===== config.mk =====
export PLATFORM = sky130hd
export DESIGN_NAME = tiny_riscv_fetch
export DESIGN_NICKNAME = d
export VERILOG_FILES = /design/src/rtl/tiny_riscv_pkg.sv /design/src/rtl/tiny_riscv_fetch_buffer.sv /design/src/rtl/tiny_riscv_fetch.sv
export SDC_FILE = /design/constraint.sdc
export NUM_CORES = 1
export LEC_CHECK = 0
export BUFFER_PORTS_ARGS = -buffer_cell sky130_fd_sc_hd__buf_4
export CELL_PAD_IN_SITES_DETAIL_PLACEMENT = 1
export CELL_PAD_IN_SITES_GLOBAL_PLACEMENT = 2
export CORE_ASPECT_RATIO = 0.75
export CORE_MARGIN = 4
export CORE_UTILIZATION = 30
export DETAILED_ROUTE_END_ITERATION = 7
export PLACE_DENSITY_LB_ADDON = 0.15
export SKIP_CTS_REPAIR_TIMING = 1
export SLEW_MARGIN = 20
export SYNTH_ARGS = -nofsm -noshare
export SYNTH_HDL_FRONTEND = slang
export SYNTH_SLANG_ARGS = --single-unit

===== constraint.sdc =====
create_clock -name i_Clk -period 7.55 [get_ports i_Clk]
set_clock_uncertainty 0.1 [all_clocks]
set_input_delay 0.3775 -clock i_Clk [delete_from_list [all_inputs] [get_ports i_Clk]]
set_output_delay 0.3775 -clock i_Clk [all_outputs]
set_load 0.05 [all_outputs]

===== src/rtl/tiny_riscv_pkg.sv =====
// Shared types and defaults for the tiny RISC-V fetch path.
package tiny_riscv_pkg;

  localparam int unsigned XLEN = 32;
  localparam logic [XLEN-1:0] RESET_PC_DEFAULT = '0;

  typedef enum logic {
    FETCH_RUN   = 1'b0,
    FETCH_FAULT = 1'b1
  } fetch_state_e;

  typedef struct packed {
    logic [XLEN-1:0] pc;
    logic [XLEN-1:0] instr;
  } fetch_pkt_t;

endpackage


===== src/rtl/tiny_riscv_fetch_buffer.sv =====
// Two-entry fetch packet FIFO; the head entry is the registered output to decode.
module tiny_riscv_fetch_buffer
  import tiny_riscv_pkg::*;
(
  input  logic            clk_i,
  input  logic            rst_ni,
  input  logic            push_i,
  input  logic [XLEN-1:0] push_pc_i,
  input  logic [XLEN-1:0] push_instr_i,
  input  logic            pop_i,
  input  logic            flush_i,
  output logic [XLEN-1:0] head_pc_o,
  output logic [XLEN-1:0] head_instr_o,
  output logic            head_valid_o,
  output logic [1:0]      count_o
);

  fetch_pkt_t head_q, head_d;
  fetch_pkt_t tail_q, tail_d;
  fetch_pkt_t push_pkt;
  logic [1:0] count_q, count_d;
  logic [1:0] kept;

  assign push_pkt = '{pc: push_pc_i, instr: push_instr_i};

  // Pop shifts first, then the push lands in the first free slot.
  always_comb begin
    head_d  = head_q;
    tail_d  = tail_q;
    count_d = count_q;
    kept    = count_q;
    if (flush_i) begin
      count_d = '0;
    end else begin
      if (pop_i && (count_q != 2'd0)) begin
        head_d = tail_q;
        kept   = count_q - 2'd1;
      end
      count_d = kept;
      if (push_i && (kept != 2'd2)) begin
        if (kept == 2'd0) begin
          head_d = push_pkt;
        end else begin
          tail_d = push_pkt;
        end
        count_d = kept + 2'd1;
      end
    end
  end

  always_ff @(posedge clk_i or negedge rst_ni) begin
    if (!rst_ni) begin
      head_q  <= '0;
      tail_q  <= '0;
      count_q <= '0;
    end else begin
      head_q  <= head_d;
      tail_q  <= tail_d;
      count_q <= count_d;
    end
  end

  assign head_pc_o    = head_q.pc;
  assign head_instr_o = head_q.instr;
  assign head_valid_o = (count_q != 2'd0);
  assign count_o      = count_q;

endmodule


===== src/rtl/tiny_riscv_fetch.sv =====
// Fetch stage: owns the PC, strobes the synchronous instruction memory, buffers responses.
module tiny_riscv_fetch #(
  parameter int unsigned      XLEN     = tiny_riscv_pkg::XLEN,
  parameter logic [XLEN-1:0]  RESET_PC = tiny_riscv_pkg::RESET_PC_DEFAULT
) (
  input  logic            i_Clk,
  input  logic            i_Rst_n,
  output logic [XLEN-1:0] o_mem_addr,
  output logic            o_read_strobe,
  input  logic [XLEN-1:0] i_mem_data,
  output logic [XLEN-1:0] o_instr,
  output logic [XLEN-1:0] o_instr_pc,
  output logic            o_instr_valid,
  input  logic            i_instr_ready,
  input  logic            i_redirect,
  input  logic [XLEN-1:0] i_redirect_pc,
  output logic            o_fault
);

  import tiny_riscv_pkg::*;

  fetch_state_e    state_q, state_d;
  logic [XLEN-1:0] pc_q, pc_d;
  logic            inflight_q, inflight_d;
  logic [XLEN-1:0] inflight_pc_q, inflight_pc_d;

  logic       pop;
  logic       push;
  logic       redirect_run;
  logic [1:0] count;
  logic [2:0] occupancy;

  // Strobe only if the response is guaranteed a buffer slot after this cycle's pop.
  always_comb begin
    pop           = o_instr_valid & i_instr_ready;
    redirect_run  = i_redirect && (state_q == FETCH_RUN);
    push          = inflight_q && !i_redirect;
    occupancy     = {1'b0, count} + {2'b00, inflight_q} - {2'b00, pop};
    o_read_strobe = i_Rst_n && (state_q == FETCH_RUN) && !i_redirect && (occupancy < 3'd2);
  end

  always_comb begin
    state_d       = state_q;
    pc_d          = pc_q;
    inflight_d    = 1'b0;
    inflight_pc_d = inflight_pc_q;
    if (o_read_strobe) begin
      inflight_d    = 1'b1;
      inflight_pc_d = pc_q;
      pc_d          = pc_q + XLEN'(4);
    end
    if (redirect_run) begin
      pc_d = i_redirect_pc;
      if (i_redirect_pc[1:0] != 2'b00) begin
        state_d = FETCH_FAULT;
      end
    end
  end

  always_ff @(posedge i_Clk or negedge i_Rst_n) begin
    if (!i_Rst_n) begin
      state_q       <= FETCH_RUN;
      pc_q          <= RESET_PC;
      inflight_q    <= 1'b0;
      inflight_pc_q <= '0;
    end else begin
      state_q       <= state_d;
      pc_q          <= pc_d;
      inflight_q    <= inflight_d;
      inflight_pc_q <= inflight_pc_d;
    end
  end

  tiny_riscv_fetch_buffer u_buffer (
    .clk_i        (i_Clk),
    .rst_ni       (i_Rst_n),
    .push_i       (push),
    .push_pc_i    (inflight_pc_q),
    .push_instr_i (i_mem_data),
    .pop_i        (pop),
    .flush_i      (redirect_run),
    .head_pc_o    (o_instr_pc),
    .head_instr_o (o_instr),
    .head_valid_o (o_instr_valid),
    .count_o      (count)
  );

  assign o_mem_addr = pc_q;
  assign o_fault    = (state_q == FETCH_FAULT);

endmodule


==> Yosys cells after proc, flatten, opt, wreduce, memory -nomap -nowiden <==
Index checks and enable logic that the tools add are counted.
{ "word_totals": {"ff_bits": 196, "input_bits": 68, "output_inout_bits": 99, "elab_cells": 44} }
{ "classes": {"add_sub_neg": 5, "magnitude_cmp": 1, "n_eq_ne": 1, "n_mux": 10, "n_bitwise": 4, "reduce_logical": 14} }
{ "ops": {"columns": ["operator", "count"], "rows": [
  ["64-bit two-way mux", 3],
  ["32-bit two-way mux", 2],
  ["32-bit by 3-bit adder with 32-bit output (second input constant)", 1],
  ["2-bit two-way mux", 4],
  ["1-bit logical AND", 7],
  ["2-bit nonzero test", 3],
  ["2-bit by 1-bit adder with 3-bit output", 1],
  ["3-bit by 2-bit < comparator with 1-bit output (second input constant)", 1],
  ["1-bit NOT", 3],
  ["3-bit AND reduction", 1],
  ["3-bit by 1-bit subtractor with 3-bit output", 1],
  ["2-bit by 1-bit adder with 2-bit output (second input constant)", 1],
  ["2-bit logical NOT", 1],
  ["2-bit != test (second input constant)", 1],
  ["2-bit AND reduction", 1],
  ["2-bit by 1-bit subtractor with 2-bit output (second input constant)", 1],
  ["1-bit AND", 1],
  ["1-bit logical NOT", 1],
  ["1-bit two-way mux", 1]
]} }

==> Depth between registers and ports, before layout <==
{ "logic_depth": {"ltp_word": 9, "mapped_depth": 15, "depth_no_buf": 13} }

==> Hierarchy <==
A second synthesis with hierarchy kept.
{ "hier_totals": {"cells_unflattened": 721, "hier_area_um2": 9105.0} }
{ "modules_own_cells": {"columns": ["mod", "n_inst", "cells_each", "area_per_inst_um2", "seq_area_each_um2"], "rows": [
  ["tiny_riscv_fetch_buffer", 1, 373, 5884.4, 3253.1],
  ["tiny_riscv_fetch", 1, 348, 3220.6, 1651.6]
]} }

==> Least setup slack after synthesis <==
OpenSTA, ideal clock, no wires.
{ "synth_timing": {"path_kind": "flip-flop to output port", "startpoint": "reg u_buffer.count_q[1], in the netlist u_buffer.count_o[1]", "endpoint": "out o_read_strobe", "arrival_time_ps": 2875, "t_required_ps": 7073, "slack_ps": 4198, "stages_incl_launch_ff": 14, "path_buffers": 3, "cell_sequence": "dfrtp_1 inv_1 ha_1 nand2b_1 inv_1 ha_1 nand2b_1 fa_1 and4bb_1 nand2_1 inv_2 buf_4 buf_4 buf_2"} }
{ "synth_via": {"elab_chain_cells": 5, "elab_cells_between_ends": 6, "cone_classes": "add/sub: 2; order compare: 1; bitwise: 1; reduce/logical: 2"} }
{ "synth_rtl": {"columns": ["item", "line", "text"], "rows": [
  ["from (decl)", "tiny_riscv_fetch_buffer.sv:21", "logic [1:0] count_q, count_d;"],
  ["from (signal assigned)", "tiny_riscv_fetch_buffer.sv:59", "count_q <= count_d;"],
  ["parallel branches: the longest is 2 deep, another holds 2-bit by 1-bit adder with 3-bit output", null, null],
  ["3-bit by 1-bit subtractor with 3-bit output (*)", "tiny_riscv_fetch.sv:38", "occupancy = {1'b0, count} + {2'b00, inflight_q} - {2'b00, pop};"],
  ["3-bit by 2-bit < comparator with 1-bit output (*)", "tiny_riscv_fetch.sv:39", "o_read_strobe = i_Rst_n && (state_q == FETCH_RUN) && !i_redirect && (occupancy < 3'd2);"],
  ["1-bit logical AND (*)", "tiny_riscv_fetch.sv:39", null],
  ["to (decl)", "tiny_riscv_fetch.sv:9", "output logic o_read_strobe,"]
]} }
Mark *: on every way between the ends.

==> Worst setup path after layout <==
{ "layout_timing": {"startpoint": "reg u_buffer.count_q[1], in the netlist u_buffer.count_o[1]", "endpoint": "reg pc_q[6], in the netlist o_mem_addr[6]"} }
{ "layout_via": {"elab_chain_cells": 6, "elab_cells_between_ends": 7, "cone_classes": "add/sub: 2; order compare: 1; bitwise: 1; reduce/logical: 3"} }
{ "layout_rtl": {"columns": ["item", "line", "text"], "rows": [
  ["parallel branches: the longest is 2 deep, another holds 2-bit by 1-bit adder with 3-bit output", null, null],
  ["3-bit by 1-bit subtractor with 3-bit output (*)", "tiny_riscv_fetch.sv:38", null],
  ["3-bit by 2-bit < comparator with 1-bit output (*)", "tiny_riscv_fetch.sv:39", null],
  ["1-bit logical AND (*)", "tiny_riscv_fetch.sv:39", null],
  ["2-bit nonzero test (no source line) (*)", null, null],
  ["to (signal assigned)", "tiny_riscv_fetch.sv:68", "pc_q <= pc_d;"],
  ["to (decl)", "tiny_riscv_fetch.sv:23", "logic [XLEN-1:0] pc_q, pc_d;"]
]} }
Marked as above.
A chain may end at the register's enable or synchronous reset.

==> run metrics <==
multi-input logic area=~0.0033 mm2; DR pass1 iterations=4; top cells by area, synth=dfrtp_1, mux2_2, nand2_1, o22ai_1, a21oi_1; drt total wl=26690 um; CTS Buffer Depth=2; area leader, netlist=dfrtp_1; Tcrit/Tclk final=roughly 60%; vias per cell=around 5.0; Syn Inst Count=796; Reg-to-Reg End=o_mem_addr[6]$_DFFE_PN0P_; port buffer count=roughly 170; largest net degree at the start of global routing=just under 80; worst slew margin relative to its limit=between 30% and 40%; Reg area=0.004905 mm2; clk sinks=just under 200; R2R cell count=15; RePlAce Congestion=between 0.7 and 0.8; Synth Area in Adders=0.9794%; vias post-DR=6552; Hold Crit Depth=3; CP Max Fanout=52; Ys Warns=0; DRT iter0 DRCs=approximately 270; FF-to-FF setup slack=2.95 ns; sequential area share after synthesis=58.17%; WHS=about 0.023 ns; Leakage=~5.0 nW; Flop pwr share=~36%; Psw=~1.8 mW; non-filler instance count after layout=between 1000 and 1500; sw frac=roughly 44%; total core area=between 0.02 and 0.03 mm2; # IOs=about 170; critical path's largest stage delay=0.59 ns; post-route minimum period=around 4.6 ns; Max Cap Viol=0; row count=52; Hold Path Class=input pin to flop; Setup crit end kind=flop; Starting Density=a little under a third; fillers=a little over 3000; dominant synthesized flop cell=dfrtp_1; Seq cells post-synth=between 150 and 200; global-route wire length before repair=42150 um; root buffer cell=clkbuf_16; fmax=~220 MHz; setup_tns=0 ns; Placed Cells incl. Taps=about 1300; Compound-Gate Fraction of Synth Area=between 10% and 20%; xor/xnor share of the synthesized area=~1.7%; Internal=2.327 mW; CTS tree=yes; FF-to-FF Start=u_buffer.count_o[1]$_DFF_PN0_; ys async rst share=100.0%; status=finished, final reports clean; CP Launch Type=flop; Clk Latency, worst-skew pair=0.45 ns; Residual DRC=0; Die Width=between 200 and 250 um; Antenna Cells=0; CTS H-Tree Depth=4; count leader, synth=dfrtp_1; peak supply drop=about 190 uV; initial antenna violation count=0; RSZ-0062 raised after global routing=no; Synth top cells by count=dfrtp_1, nand2_1, nor2_1; multiplexer share of the synthesized area=under 10%; final setup fails=0; Crit-path slowest cell=nor2_1; post-route ant nets=0; CP cell instances=inv_1 > ha_1 > nand2b_1 > inv_1 > ha_1 > nand2b_1 > fa_1 > and4bb_1 > nand2_2 > buf_4 > inv_2 > buf_4 > nor2_1 > o21ai_0 > o311ai_0; vias in the first global route=6965; CTS Buf Count=17; Die H=around 150 um; Post-Syn Area=~0.0084 mm2; Synth-to-Final Area Change=25.54%; fin util=between 30% and 40%; max-slew violation count=0; syn_nets=870; worst setup path category=flop to flop; final hold vios=0; logic gate share of total power=approximately two fifths; EDFF count, synth=0; pwr dens=393.9 mW/mm2; Tot Pwr=between 4 and 5 mW; global route total overflow=0; hold_sp=i_redirect_pc[12]; largest family of logic cells by synthesized area=simple AND/OR/NAND/NOR gates; clock transition at the registers of the reported paths=0.08 ns; Req. time, crit path=between 7 and 8 ns; slew at the pin with the worst max-slew slack=about 1 ns; GRT Overall Usage=approximately 17%; clock share of power=between 20% and 30%; top cell type's share of synthesized area=58.17%; DP HPWL=roughly 17000 um; fraction of layout cells with a size suffix above 1=~30%; Mean Syn Cell Area=~11 um2; Nets=1015; worst hold path endpoint=o_mem_addr[12]$_DFFE_PN0P_; Critical Path AT=4.83 ns; DR WL/cell=a little over 20 um; Die Area=roughly 0.03 mm2; post-synth cell types=55; Simple-Gate Fraction of Synth Area=between 10% and 20%
-- power by group through the flow --
stage,Combinational [mW],Clock [mW],Sequential [mW]
2_1_floorplan,0.437,0,2.21
3_3_place_gp,1.72,0,1.54
3_5_place_dp,1.74,0,1.54
4_1_cts,1.75,0.958,1.52
5_1_grt,1.84,1.00,1.56
6_report,1.72,0.931,1.52
-- worst max path at each step --
stage                                   from                    endpoint  cells past startpoint
6_report       u_buffer.count_o[1]$_DFF_PN0_   o_mem_addr[6]$_DFFE_PN0P_                     15
5_1_grt        u_buffer.count_o[1]$_DFF_PN0_  o_mem_addr[21]$_DFFE_PN0P_                     15
4_1_cts        u_buffer.count_o[1]$_DFF_PN0_   o_mem_addr[8]$_DFFE_PN0P_                     15
3_5_place_dp   u_buffer.count_o[1]$_DFF_PN0_   o_mem_addr[8]$_DFFE_PN0P_                     15
3_3_place_gp   u_buffer.count_o[1]$_DFF_PN0_  o_mem_addr[20]$_DFFE_PN0P_                     15
2_1_floorplan  u_buffer.count_o[1]$_DFF_PN0_               o_read_strobe                     13
-- worst max-delay path: cells and delay by family (launching register included) --
| family | cells | cell delay, ns |
|---|---|---|
| compound gates | 2 | 0.32 |
| simple gates | 5 | 1.28 |
| buf+inv | 5 | 1.33 |
| fa+ha+maj | 3 | 0.94 |
| flops | 1 | 0.44 |
-- layer usage --
| metal | part of all wire [%] | wire length, um | vias up | global-route usage [%] |
|---|---|---|---|---|
| met4 | 0.90 | 241 | 0 | 4.066 |
| li1 | - | - | 3099 | - |
| met1 | 50 | 13320 | 3328 | 25.36 |
| met5 | 0 | 0 | - | 0 |
| met3 | 3.9 | 1043 | 24 | 4.067 |
| met2 | 45 | 12090 | 101 | 26.26 |
-- through the flow --
step | instance area [um2] | setup WS [ns]
3_5_place_dp | 9987 | 2.920
6_report | 10590 | 2.949
5_1_grt | 10590 | 2.564
4_1_cts | 10570 | 2.939
2_1_floorplan | 8432 | 4.198
3_3_place_gp | 9987 | 3.086
-- cell type report --
class / instances / share of cell area, %
flip-flops and latches: 196 / 46.34
well taps: 351 / 4.149
multi-input cells: 541 / 31.08
clock buffers: 20 / 4.314
inverters: 9 / 0.3191
clock inverters: 11 / 1.206
repair buffers: 176 / 12.60
-- state kept, by name (all words and copies together) (netlist names) --
register / flops
o_mem_addr: 32
inflight_pc_q: 32
o_fault: 1
u_buffer.count_o: 2
u_buffer.head_instr_o: 32
inflight_q: 1
u_buffer.tail_q: 64
u_buffer.head_pc_o: 32
-- cells in the final DEF (no fill, tap or decap), types with 4 or more instances in the layout --
cell type	count
nand2b_1	4
buf_4	173
nand3_1	14
nor2_1	78
o21ai_0	23
nand4_1	13
o22ai_1	66
clkinv_4	5
inv_1	8
a21oi_1	70
and4_1	4
nand2_1	125
ha_1	5
xnor2_1	9
o311ai_0	4
xor2_1	7
mux2_2	65
clkbuf_16	17
nor3_1	7
o211ai_1	4
dfrtp_1	196
-- kinds of logic (layout without fill, tap and decap cells) --
kind of cell | count (synthesis) | count (layout)
DFF | 196 | 196
AOI/OAI and AO/OA | 182 | 182
xor gates and xnor gates | 16 | 16
adders and majority gates | 6 | 6
buffers and inverters | 59 | 216
and+or+nand+nor | 271 | 271
muxes | 66 | 66
Power figures use the tool's default switching activity.
